### config.mk
export PLATFORM = sky130hd
export DESIGN_NAME = ddr3_app_req_seq
export DESIGN_NICKNAME = d
export VERILOG_FILES = /design/src/rtl/ddr3_app_req_seq_pkg.sv /design/src/rtl/ddr3_rd_credit_cnt.sv /design/src/rtl/ddr3_app_req_seq.sv
export SDC_FILE = /design/constraint.sdc
export NUM_CORES = 1
export LEC_CHECK = 0
export CAP_MARGIN = 20
export CORE_AREA = 2 2 254 256
export DETAILED_ROUTE_END_ITERATION = 8
export DIE_AREA = 0 0 256 258
export PLACE_DENSITY_LB_ADDON = 0.1
export SETUP_SLACK_MARGIN = 0.1
export SLEW_MARGIN = 20
export SYNTH_ARGS = -nofsm -noshare
export SYNTH_HDL_FRONTEND = slang
export SYNTH_SLANG_ARGS = --single-unit
### constraint.sdc
create_clock -name CLK -period 1.85 [get_ports CLK]
set_input_delay 0.37 -clock CLK [delete_from_list [all_inputs] [get_ports CLK]]
set_output_delay 0.37 -clock CLK [all_outputs]
set_load 0.005 [all_outputs]
### src/rtl/ddr3_app_req_seq_pkg.sv
// Shared constants, state encoding and default widths for the DDR3 app request sequencer.
package ddr3_app_req_seq_pkg;

    localparam int DEF_ADDR_W     = 28;
    localparam int DEF_DATA_W     = 256;
    localparam int DEF_MAX_RD_OUT = 16;

    localparam logic [2:0] CMD_WRITE = 3'b000;
    localparam logic [2:0] CMD_READ  = 3'b001;

    typedef enum logic {
        IDLE,
        ISSUE
    } seq_state_t;

endpackage

### src/rtl/ddr3_rd_credit_cnt.sv
// Outstanding-read up/down counter; a return with nothing outstanding raises a sticky underflow flag.
module ddr3_rd_credit_cnt
    import ddr3_app_req_seq_pkg::*;
#(
    parameter int MAX_RD_OUT = DEF_MAX_RD_OUT,
    parameter int CNT_W      = $clog2(MAX_RD_OUT + 1)
) (
    input  logic             CLK,
    input  logic             RST_N,
    input  logic             inc,
    input  logic             dec,
    output logic [CNT_W-1:0] cnt,
    output logic             underflow
);

    always_ff @(posedge CLK or negedge RST_N) begin
        if (!RST_N) begin
            cnt       <= '0;
            underflow <= 1'b0;
        end else begin
            if (dec && (cnt == '0))
                underflow <= 1'b1;
            if (inc && !dec)
                cnt <= cnt + 1'b1;
            else if (dec && !inc && (cnt != '0))
                cnt <= cnt - 1'b1;
        end
    end

endmodule

### src/rtl/ddr3_app_req_seq.sv
// Turns client requests into DDR3 app-interface command/write-data handshakes and tracks reads in flight.
// Optional statistics counters are built when DDR3_SEQ_STATS_EN is defined.
//
// state | meaning
// IDLE  | no request held; req_ready may be high
// ISSUE | request registered; waiting for command and (for writes) data acceptance
module ddr3_app_req_seq
    import ddr3_app_req_seq_pkg::*;
#(
    parameter int ADDR_W     = DEF_ADDR_W,
    parameter int DATA_W     = DEF_DATA_W,
    parameter int MAX_RD_OUT = DEF_MAX_RD_OUT
) (
    input  logic                              CLK,
    input  logic                              RST_N,
    input  logic                              req_valid,
    output logic                              req_ready,
    input  logic                              req_write,
    input  logic [ADDR_W-1:0]                 req_addr,
    input  logic [DATA_W-1:0]                 req_wdata,
    input  logic [DATA_W/8-1:0]               req_wmask,
    output logic [ADDR_W-1:0]                 app_addr,
    output logic [2:0]                        app_cmd,
    output logic                              app_en,
    input  logic                              app_rdy,
    output logic [DATA_W-1:0]                 app_wdf_data,
    output logic [DATA_W/8-1:0]               app_wdf_mask,
    output logic                              app_wdf_wren,
    output logic                              app_wdf_end,
    input  logic                              app_wdf_rdy,
    input  logic                              app_rd_data_valid,
    input  logic                              init_calib_complete,
    output logic [$clog2(MAX_RD_OUT+1)-1:0]   rd_outstanding,
    output logic                              rd_underflow
`ifdef DDR3_SEQ_STATS_EN
    ,
    output logic [31:0]                       stat_wr_cnt,
    output logic [31:0]                       stat_rd_cnt,
    output logic [31:0]                       stat_stall_cnt
`endif
);

    localparam int              CNT_W   = $clog2(MAX_RD_OUT + 1);
    localparam logic [CNT_W-1:0] MAX_CNT = CNT_W'(MAX_RD_OUT);

    seq_state_t state;
    logic       write_q;
    logic       cmd_done;
    logic       data_done;
    logic       cmd_done_nxt;
    logic       data_done_nxt;
    logic       cmd_acc;
    logic       data_acc;
    logic       rd_inc;

    assign cmd_acc       = app_en & app_rdy;
    assign data_acc      = app_wdf_wren & app_wdf_rdy;
    assign cmd_done_nxt  = cmd_done | cmd_acc;
    assign data_done_nxt = data_done | data_acc;
    assign rd_inc        = cmd_acc & ~write_q;
    assign app_wdf_end   = app_wdf_wren;

    // Gated by RST_N so nothing looks acceptable while reset is held.
    assign req_ready = RST_N && (state == IDLE) && init_calib_complete
                       && (rd_outstanding < MAX_CNT);

    always_ff @(posedge CLK or negedge RST_N) begin
        if (!RST_N) begin
            state        <= IDLE;
            write_q      <= 1'b0;
            cmd_done     <= 1'b0;
            data_done    <= 1'b0;
            app_en       <= 1'b0;
            app_wdf_wren <= 1'b0;
            app_addr     <= '0;
            app_cmd      <= '0;
            app_wdf_data <= '0;
            app_wdf_mask <= '0;
        end else begin
            case (state)
                IDLE: begin
                    if (req_valid && req_ready) begin
                        write_q      <= req_write;
                        app_addr     <= req_addr;
                        app_cmd      <= req_write ? CMD_WRITE : CMD_READ;
                        app_wdf_data <= req_wdata;
                        app_wdf_mask <= req_wmask;
                        cmd_done     <= 1'b0;
                        data_done    <= ~req_write;
                        app_en       <= 1'b1;
                        app_wdf_wren <= req_write;
                        state        <= ISSUE;
                    end
                end
                ISSUE: begin
                    cmd_done  <= cmd_done_nxt;
                    data_done <= data_done_nxt;
                    if (cmd_done_nxt && data_done_nxt) begin
                        app_en       <= 1'b0;
                        app_wdf_wren <= 1'b0;
                        state        <= IDLE;
                    end else begin
                        app_en       <= ~cmd_done_nxt;
                        app_wdf_wren <= write_q & ~data_done_nxt;
                    end
                end
                default: state <= IDLE;
            endcase
        end
    end

    ddr3_rd_credit_cnt #(
        .MAX_RD_OUT (MAX_RD_OUT),
        .CNT_W      (CNT_W)
    ) u_rd_credit (
        .CLK        (CLK),
        .RST_N      (RST_N),
        .inc        (rd_inc),
        .dec        (app_rd_data_valid),
        .cnt        (rd_outstanding),
        .underflow  (rd_underflow)
    );

`ifdef DDR3_SEQ_STATS_EN
    always_ff @(posedge CLK or negedge RST_N) begin
        if (!RST_N) begin
            stat_wr_cnt    <= '0;
            stat_rd_cnt    <= '0;
            stat_stall_cnt <= '0;
        end else begin
            if (data_acc)
                stat_wr_cnt <= stat_wr_cnt + 32'd1;
            if (rd_inc)
                stat_rd_cnt <= stat_rd_cnt + 32'd1;
            if ((state == ISSUE) && ((app_en && !app_rdy) || (app_wdf_wren && !app_wdf_rdy)))
                stat_stall_cnt <= stat_stall_cnt + 32'd1;
        end
    end
`endif

endmodule

==> impl_results.md, run 1 <==
* Outcome: finished clean
* Die Ht at 258 um
* Routed len/inst at 17.0 um
* Initial core utilization at approximately a fifth
* GRT Residual Overflow at 0
* Tot Pwr at 33,100 uW
* Initial antenna violation count at 2
* Sink Count at ~330
* Final Hold Fails at 0
* Asr flop ratio synth at between 90% and 100%
* Root buffer cell: clkbuf_16
* Yosys reg bits at ~330
* Sequential share of the synthesized area at approximately two thirds
* Arrival @ worst endpoint at 2.26 ns
* Total length of routed wires at between 50,000 and 60,000 um
* Drc violations at 0
* Maximum clock frequency at 546 MHz
* Port Buf Inserts at 650
* Hold Crit Class: primary input to register
* Vias/cell at around 3.8
* Worst path max stage delay at approximately 0.38 ns
* Worst-path clk slew at ~0.06 ns
* Total of max-cap violations at 0
* Share of layout cells above drive strength 1 at under 10%
* Hold WS at ~0.34 ns
* Post-synth top cells: nand2_1, dfrtp_1, buf_2
* Antenna viol nets, final at 0
* Warnings, synthesis at 0
* Cells along the critical path: nand3b_1 > or2_4 > ha_4 > a21o_1 > a21oi_2 > xnor2_1 > mux2_4
* Placed Area at slightly above 20,000 um2
* Synth unique cells at 30
* Peak supply drop at about 0.00070 V
* EDFF count, synth at 0
* Row count at 93
* Most frequent cell after synthesis: nand2_1
* WP data required at between 2 and 2.5 ns
* H-tree depth at 2
* Min-delay src: req_wdata[253]
* P per Cell Area at 1530 nW/um2
* CTS Buf Count at 43
* # nets final at 2,430
* Worst-skew pair later-pin latency at approximately 0.55 ns
* Fin crit share at 99.1%
* Post-Syn Area at 12,600 um2
* Final core utilization at 34.1%
* Area grow syn2layout at 72.8%
* TritonRoute pass-1 iters at 5
* RSZ-0062 raised after global routing: true
* Dpl ws at -0.430 ns
* Area contributors post-synth: dfrtp_1, nand2_1, buf_2
* Width of the die at roughly 260 um
* DR vias at 11,450
* Die ar. at around 66,000 um2
* Detail Placement HPWL at between 30,000 and 40,000 um
* Synth Area per Inst at a little under 9 um2
* Family with the most delay on the worst path: simple AND/OR/NAND/NOR gates
* GRT Overall Usage at 15.2%
* Top cell type by total area after synthesis: dfrtp_1
* WS Path Type: register to register
* Max_slew headroom at a little under two fifths
* Core area at 63,600 um2
* Setup ws final at 0.0172 ns
* Setup Viol. Count Final at 0
* Crit path buffers/inverters at 0
* Synthesized instance count at between 1,000 and 1,500
* Initial DRC Count at roughly 500
* GPL Wtd Cong at just over 0.8
* Vias in the first global route at around 12,000
* CP Launch Type: register
* Slowest cell on crit path: dfrtp_1
* Crit. Startpoint: write_q
* FF-to-FF Start: write_q
* LEAKAGE at between 0.01 and 0.015 uW
* Max Slew Vio Count at 0
* Primary FF master, synth: dfrtp_1
* Clock Skews at around 0.01 ns
* Finished Cell Area at between 20,000 and 25,000 um2
* Clk buf depth at 3
* Pin count of the biggest net entering global routing at 137
* Critical Path Fanout Max at 6
* Crit. End Element: register
* Top-area cell type share of the netlist area at between 60% and 70%
* First-pass GRT wire length at about 78,000 um
* Worst Max-Slew Pin Slew at just over 0.9 ns
* CTS tree: built
* Fin crit period at around 1.8 ns
* IO Count at 653
[path summary, 6_finish.rpt]
| kind | cells after the start | slack, ns | to |
|---|---|---|---|
| worst min register to register | 2 | 0.46 | app_wdf_data[56] |
| worst max register to register | 7 | 0.02 | u_rd_credit.cnt[3] |
| worst min-delay path | 3 | 0.34 | app_wdf_data[253] |
| min in group asynchronous | 4 | 0.54 | app_addr[8] |
| max in group asynchronous | 4 | 0.49 | app_wdf_end |
| worst max-delay path | 7 | 0.02 | u_rd_credit.cnt[3] |
[tightest hold or removal path: cells and delay by family]
kind / cells / cell delay [ns]
simple gates: 2 / 0.09
buf+inv: 1 / 0.39
[cell type report]
| cell class | instances | area [um2] |
|---|---|---|
| inverter | 3 | 13.8 |
| tap | 855 | 1070 |
| clock buffer | 64 | 1310 |
| sequential | 329 | 8240 |
| fill | 6720 | 42000 |
| multi-input combinational | 1000 | 3990 |
| antenna | 1 | 2.50 |
| clock inverter | 8 | 120 |
| timing repair buffer | 725 | 6950 |
[state kept, by name, summed over array words and instances, names as in the netlist]
name	cells
cmd_done	1
app_cmd	1
app_addr	28
state	1
u_rd_credit.cnt	5
app_wdf_mask	32
data_done	1
app_en	1
app_wdf_data	256
app_wdf_end	1
u_rd_credit.underflow	1
write_q	1
[metrics by stage]
step           std cells  setup TNS, ns
2_1_floorplan       1405              0
3_3_place_gp        2902         -10.65
3_5_place_dp        2902         -15.49
4_1_cts             2983              0
5_1_grt             2985         -0.115
6_report            2985              0
[repair_timing]
item	CTS	global route
pin swaps	3	4
endpoints found under the setup margin	330	7
cloned	0	0
setup buffers	8	1
hold buffers	1	0
resized for setup	342	4
hold endpoints to repair	28	0
[power by group]
part | switching, uW | internal (uW) | leakage (uW)
Sequential | 1840 | 10900 | 0.00410
Combinational | 5640 | 6270 | 0.00663
Clock | 3250 | 5260 | 0.000698
Total | 10700 | 22400 | 0.0114
[logic make-up after synthesis]
kind of cell             count (synthesis)  synth area share, %
AO/OA/AOI/OAI                           15                0.758
XOR/XNOR                                 3                0.209
adder cells (fa/ha/maj)                  4                0.459
buffers and inverters                   76                 3.24
flip-flops                             329                 65.6
multiplexers                             4                0.339
other                                    1               0.0299
AND/OR/NAND/NOR                        972                 29.4
[layout by cell type (no fill, tap or decap), types with 2 or more instances in the layout]
| master | count |
|---|---|
| nand2_1 | 957 |
| dfrtp_1 | 326 |
| clkdlybuf4s50_1 | 322 |
| dlygate4sd2_1 | 321 |
| buf_4 | 51 |
| clkbuf_16 | 45 |
| buf_12 | 23 |
| clkbuf_8 | 11 |
| clkbuf_1 | 8 |
| a21oi_1 | 5 |
| o21ai_0 | 3 |
| xnor2_1 | 3 |
| ha_4 | 3 |
| dfrtp_2 | 3 |
| clkinv_2 | 3 |
| bufinv_16 | 3 |
| inv_1 | 2 |
| a21o_1 | 2 |
| nand3_1 | 2 |
| mux2_4 | 2 |
| mux2i_1 | 2 |
| nand2b_1 | 2 |
| nor2_1 | 2 |
| conb_1 | 2 |
| clkinvlp_4 | 2 |
| clkdlybuf4s15_1 | 2 |
| buf_2 | 2 |
[metal layers]
layer	vias up	global-route usage [%]	part of all wire, %
li1	5630	-	-
met1	5380	17.6	40
met2	370	26.7	50
met3	68	5.42	8.1
met4	2	3.85	2.0
met5	-	0	0.022
Power figures use the tool's default switching activity.
==> run 2: changes to the inputs <==
--- a/config.mk
+++ b/config.mk
@@ -11,6 +11,7 @@
 export DIE_AREA = 0 0 256 258
 export PLACE_DENSITY_LB_ADDON = 0.1
 export SETUP_SLACK_MARGIN = 0.1
+export SKIP_CTS_REPAIR_TIMING = 1
 export SLEW_MARGIN = 20
 export SYNTH_ARGS = -nofsm -noshare
 export SYNTH_HDL_FRONTEND = slang
==> run 2 against run 1 <==
Net effect:
- sequential share of layout area decreased by 2.2 points
- cell count up 0.44%
- worst setup slack improved by 0.016 ns
- register-to-register slack better by 0.02 ns
- combinational power increased by 15%
- first-iteration DRC count rose by 3.6%
- clock power is essentially flat
- utilization up 2.1 points
- count of clock-buffer cells in the layout did not move
- sequential cell count did not move
- final area is 6.1% higher
- largest cell class is now non-clock buffers
- largest power group is now combinational logic
==> impl_results.md, run 2 (synthesis gave the netlist of run 1 again) <==
* Outcome: finished clean
* Fin crit share at 98.2% (-0.89 points)
* Antenna viol nets, final at 0 (unchanged)
* CTS tree: built
* Share of layout cells above drive strength 1 at 8.03% (+0.51 points)
* Setup_tns at 0 ns (unchanged)
* Die Ht at 258 um (unchanged)
* Initial antenna violation count at 2 (unchanged)
* Port Buf Inserts at 650 (unchanged)
* Setup Viol. Count Final at 0 (unchanged)
* Die ar. at 66,000 um2 (unchanged)
* Dpl ws at -0.430 ns (unchanged)
* Root buffer cell: clkbuf_16
* Detail Placement HPWL at 38,100 um (unchanged)
* # nets final at 2,443 (+0.53%)
* Drc violations at 0 (unchanged)
* Commonest non-fill, non-tap cell in the layout: nand2_1
* Critical Path Fanout Max at 6 (unchanged)
* P per Cell Area at 1520 nW/um2 (-0.62%)
* Commonest cells after routing, fill and taps aside: nand2_1, dfrtp_1, dlymetal6s2s_1
* Initial DRC Count at 524 (+3.6%)
* Storage cell area at 8240 um2 (unchanged)
* Largest regs: app_wdf_data: 256 flops, app_wdf_mask: 32 flops, app_addr: 28 flops
* WS Path Type: register to register
* Total of max-cap violations at 0 (unchanged)
* GRT Overall Usage at 15.1% (-0.066 points)
* Hold Crit Class: primary input to register
* Worst-skew pair later-pin latency at 0.55 ns (about the same)
* GRT Residual Overflow at 0 (unchanged)
* First-pass GRT wire length at 77,300 um (-0.44%)
* Initial core utilization at 19.7% (unchanged)
* TritonRoute pass-1 iters at 4 (-1)
* CP Launch Type: register
* Arrival @ worst endpoint at 2.25 ns (about the same)
* CTS Buf Count at 43 (unchanged)
* Final core utilization at 36.2% (+2.1 points)
* Clock Skews at 0.00848 ns (-0.00150 ns)
* Row count at 93 (unchanged)
* Vias in the first global route at 11,915 (-0.38%)
* Multi-input logic area at 4000 um2 (+0.25%)
* Width of the die at 256 um (unchanged)
* LEAKAGE at 0.0147 uW (+29%)
* Worst Max-Slew Pin Slew at 0.896 ns (-0.0317 ns)
* H-tree depth at 2 (unchanged)
* Core area at 63,600 um2 (unchanged)
* Sink Count at 329 (unchanged)
* Routed len/inst at 17.1 um (+0.47%)
* Max_slew headroom at 40.3% (+2.1 points)
* Total length of routed wires at 51,300 um (+0.90%)
* Crit. End Element: register
* DR vias at 11,539 (+0.78%)
* Filler cells at 6,520 (-3.0%)
* Clk buf depth at 3 (unchanged)
* Peak supply drop at 0.000698 V (+0.29%)
* WP data required at 2.28 ns (about the same)
* Setup ws final at 0.0336 ns (+0.0165 ns)
* RSZ-0062 raised after global routing: true
* GPL Wtd Cong at 0.825 (unchanged)
* Pin count of the biggest net entering global routing at 137 (unchanged)
* Vias/cell at 3.85 (+0.34%)
* Final Hold Fails at 0 (unchanged)
* Worst-path clk slew at 0.06 ns (about the same)
* Max Slew Vio Count at 0 (unchanged)
* Area grow syn2layout at 83.5%
* Fin crit period at 1.82 ns (-0.0165 ns)
* Maximum clock frequency at 551 MHz (+0.91%)
* Most flops, register: app_wdf_data
* IO Count at 653 (unchanged)
* Number of flip-flops under the largest register name at 256 (unchanged)
run 2: cell count changes in the layout (fill, tap and decap cells not counted):
cell	delta
buf_2	-1
buf_4	+13
clkbuf_2	-1
clkdlybuf4s15_1	-2
clkdlybuf4s15_2	-1
dlygate4sd2_1	-321
dlymetal6s2s_1	+326
nor2_1	-1
nor2_2	+1
xnor2_1	-1
xnor2_2	+1
run 2: critical path: stages, from the launching register on:
cell and delay (ns):
dfrtp_1 0.38, nand3b_1 0.18, or2_4 0.31, ha_4 0.23
a21o_1 0.16, a21oi_2 0.12, xnor2_1 0.07, mux2_4 0.25
run 2: stage by stage:
stage	hold WS (ns)	total power, uW	area (um2)	std cells
global route	0.309	37600	23000	2998
finish	0.343	35000	23000	2998
floorplan	0.0744	16900	12600	1405
detailed placement	0.458	27600	20600	2902
CTS	-0.0210	36500	22000	2974
global placement	0.457	27500	20600	2902
run 2: metal layers:
metal	global-route usage, %	wire, um
met3	5.38	3980
met4	3.95	998
met2	26.5	25800
met1	17.6	20500
met5	0	11
run 2: worst paths after layout:
path / startpoint / endpoint / slack (ns) / cells after the start
min: req_wdata[253] / app_wdf_data[253] / 0.34 / 3
max in group asynchronous: RST_N / u_rd_credit.cnt[3] / 0.50 / 4
max: write_q / u_rd_credit.cnt[3] / 0.03 / 7
min reg2reg: app_wdf_data[1] / app_wdf_data[1] / 0.46 / 2
max reg2reg: write_q / u_rd_credit.cnt[3] / 0.03 / 7
min in group asynchronous: RST_N / app_wdf_data[36] / 0.54 / 4
run 2: layout make-up:
| class | instances | area share [%] |
|---|---|---|
| Antenna cell | 1 | 0.0109 |
| Clock buffer | 64 | 5.68 |
| Clock inverter | 8 | 0.522 |
| Inverter | 3 | 0.0598 |
| Multi-Input combinational cell | 1000 | 17.4 |
| Sequential cell | 329 | 35.8 |
| Tap cell | 855 | 4.65 |
| Timing Repair Buffer | 738 | 35.9 |
run 2: where the power goes:
part	internal, uW	leakage [uW]	switching, uW
Clock	5260	0.000698	3250
Sequential	10900	0.00410	1850
Combinational	8010	0.00990	5700
==> run 3: changes to the inputs <==
--- a/config.mk
+++ b/config.mk
@@ -5,7 +5,6 @@
 export SDC_FILE = /design/constraint.sdc
 export NUM_CORES = 1
 export LEC_CHECK = 0
-export CAP_MARGIN = 20
 export CORE_AREA = 2 2 254 256
 export DETAILED_ROUTE_END_ITERATION = 8
 export DIE_AREA = 0 0 256 258
==> results of run 3 <==
No change in the layout: final DEF, timing and power equal those of run 2.
==> RTL edit: new RTL, config.mk and constraints of run 2 <==
Register the output `rd_underflow`; this adds one clock of latency there. The other outputs are not delayed to match.
--- a/src/rtl/ddr3_app_req_seq.sv
+++ b/src/rtl/ddr3_app_req_seq.sv
@@ -44,2 +44,4 @@
     localparam logic [CNT_W-1:0] MAX_CNT = CNT_W'(MAX_RD_OUT);
+
+    logic rd_underflow_d;
 
@@ -120,3 +122,3 @@
         .cnt        (rd_outstanding),
-        .underflow  (rd_underflow)
+        .underflow  (rd_underflow_d)
     );
@@ -140,2 +142,6 @@
 
+    always_ff @(posedge CLK) begin
+        rd_underflow <= rd_underflow_d;
+    end
+
 endmodule
Behaviour: not the same (Yosys sat finds a counterexample within 4 cycles, from zero or initial values and one cycle with RST_N low).
==> RTL edit against run 2 <==
Core utilization decreased by 0.16 points. Non-clock buffer count decreased by 1. Wire length increased by 4.3%. Count of clock-buffer cells in the layout increased by 7. Largest cell class unchanged. Worst setup slack got worse by 19 ps. Combinational power about the same. Total power decreased by 1.4%. Area after synthesis increased by 0.16%. Fmax decreased by 1.0%. Final cell count increased by 0.27%. Sequential cell count increased by 1. Cell area decreased by 0.44%.
==> RTL edit: results (changes against run 2) <==
| Metric | Value |
|---|---|
| Worst setup margin | 15.05 ps (-18.57 ps) |
| Cells after Synth | 1405 (+0.071%) |
| CTS H-Tree Depth | 2 (unchanged) |
| Asr flop ratio synth | 99.70% (-0.30 points) |
| Post-synth top cells | nand2_1 (958), dfrtp_1 (329), buf_2 (49) |
| Share of layout cells above drive strength 1 | 7.502% (-0.53 points) |
| Synth area leaders | dfrtp_1 (65%), nand2_1 (29%), buf_2 (2.0%) |
| Net Sw Frac | 31.69% (+0.78 points) |
| Peak VDD IR | 0.0007329 V (+5.0%) |
| Post-Route Utilization | 36.02% (-0.16 points) |
| Critical-path top delay cell | dfrtp_1 |
| Total GRT Usage | 15.72% (+0.58 points) |
| Crit path arrival time | approximately 2300 ps |
| Synthesized-area fraction occupied by adder cells | 0.4578% (-0.00073 points) |
| Hold path depth | 3 (unchanged) |
| WHS | 340.8 ps (-1.751 ps) |
| Clk pin slew, worst setup/hold paths | 60 ps (about the same) |
| Pleak | 14.63 nW (-0.44%) |
| Post-detailed-route wirelength per cell | 17.79 um (+4.0%) |
| Placed cells | 2909 (+0.24%) |
| Initial DRC count | 498 (-5.0%) |
| Initial antenna violation count | 6 (+4) |
| Critical Path Sink | u_rd_credit.cnt[4] |
| Placement Cell Area | 20640 um^2 (+0.32%) |
| Post-Route Skew | 10.61 ps (+2.124 ps) |
| DR vias/cell | 3.864 (+0.38%) |
| Yosys cell types | 31 (+3.3%) |
| Yosys warnings | 0 (unchanged) |
| Biggest regs | app_wdf_data (256), app_wdf_mask (32), app_addr (28) |
| Min-delay src | req_wdata[195] |
| Clk_lat worst skew | 550 ps (about the same) |
| Mux share of post-synthesis cell area | 0.3384% (-0.00054 points) |
| Routed WL | 53470 um (+4.3%) |
| Crit path from | app_en |
| Clock buffers created by TritonCTS | 43 (unchanged) |
| Largest net degree at the start of global routing | 84 (-39%) |
| Number of fill cells | 6533 (+0.20%) |
| First-pass GRT wire length | 79140 um (+2.4%) |
| Clock Power | 7.96 mW (-6.5%) |
| Status | finished clean |
| Global placement routability congestion | 0.8007 (-3.0%) |
| Worst-margin pin slew | 547.7 ps (-348.3 ps) |
| Reg2Reg Setup Slack | 20 ps (-20 ps) |
| Synth Area in Compound Gates | 0.7564% (-0.0012 points) |
| Xor/xnor cell area share of the yosys netlist | 0.2090% (-0.00033 points) |
| Detail Placement HPWL | 39840 um (+4.5%) |
| Worst reg-to-reg path cell count | 8 (+1) |
| Post-synthesis sequential area ratio | 65.65% (about the same) |
| Vias in the first global route | 12180 (+2.2%) |
| Crit-path max FO | 5 (-1) |
| Comb pwr share | 39.8% (+0.6 points) |
| Main synth FF type | dfrtp_1 |
| Hold endpoint | app_wdf_data[195] |
| Power density cells | 1504 nW/um^2 (-0.93%) |
| Post-place setup slack | -420.2 ps (+9.501 ps) |
-- RTL edit: cell types whose count changed after synthesis, sizes merged --
| cell | change |
|---|---|
| dfxtp | +1 |
-- RTL edit: layer usage --
metal	track usage (%)	up-vias	share of wire (%)
met2	27.27	371	50
li1	-	5668	-
met4	4.418	2	2.4
met1	17.87	5499	39
met3	6.262	74	8.1
met5	0	-	0.013
-- RTL edit: logic make-up (layout without fill, tap and decap cells) --
family                   count (synthesis)  count (layout)
buffers and inverters                   76             816
XOR/XNOR                                 3               3
other                                    1               7
flip-flops                             330             330
multiplexers                             4               4
AND/OR/NAND/NOR                        972             972
AO/OA/AOI/OAI                           15              15
adder cells (fa/ha/maj)                  4               4
-- RTL edit: area by class of cell --
type	instances	share of cell area (%)
Antenna cell	5	0.05458
Clock buffer	71	5.643
Clock inverter	5	0.1201
Inverter	3	0.06004
Multi-Input combinational cell	1000	17.39
Sequential cell	330	36.01
Tap cell	855	4.667
Timing Repair Buffer	737	36.06
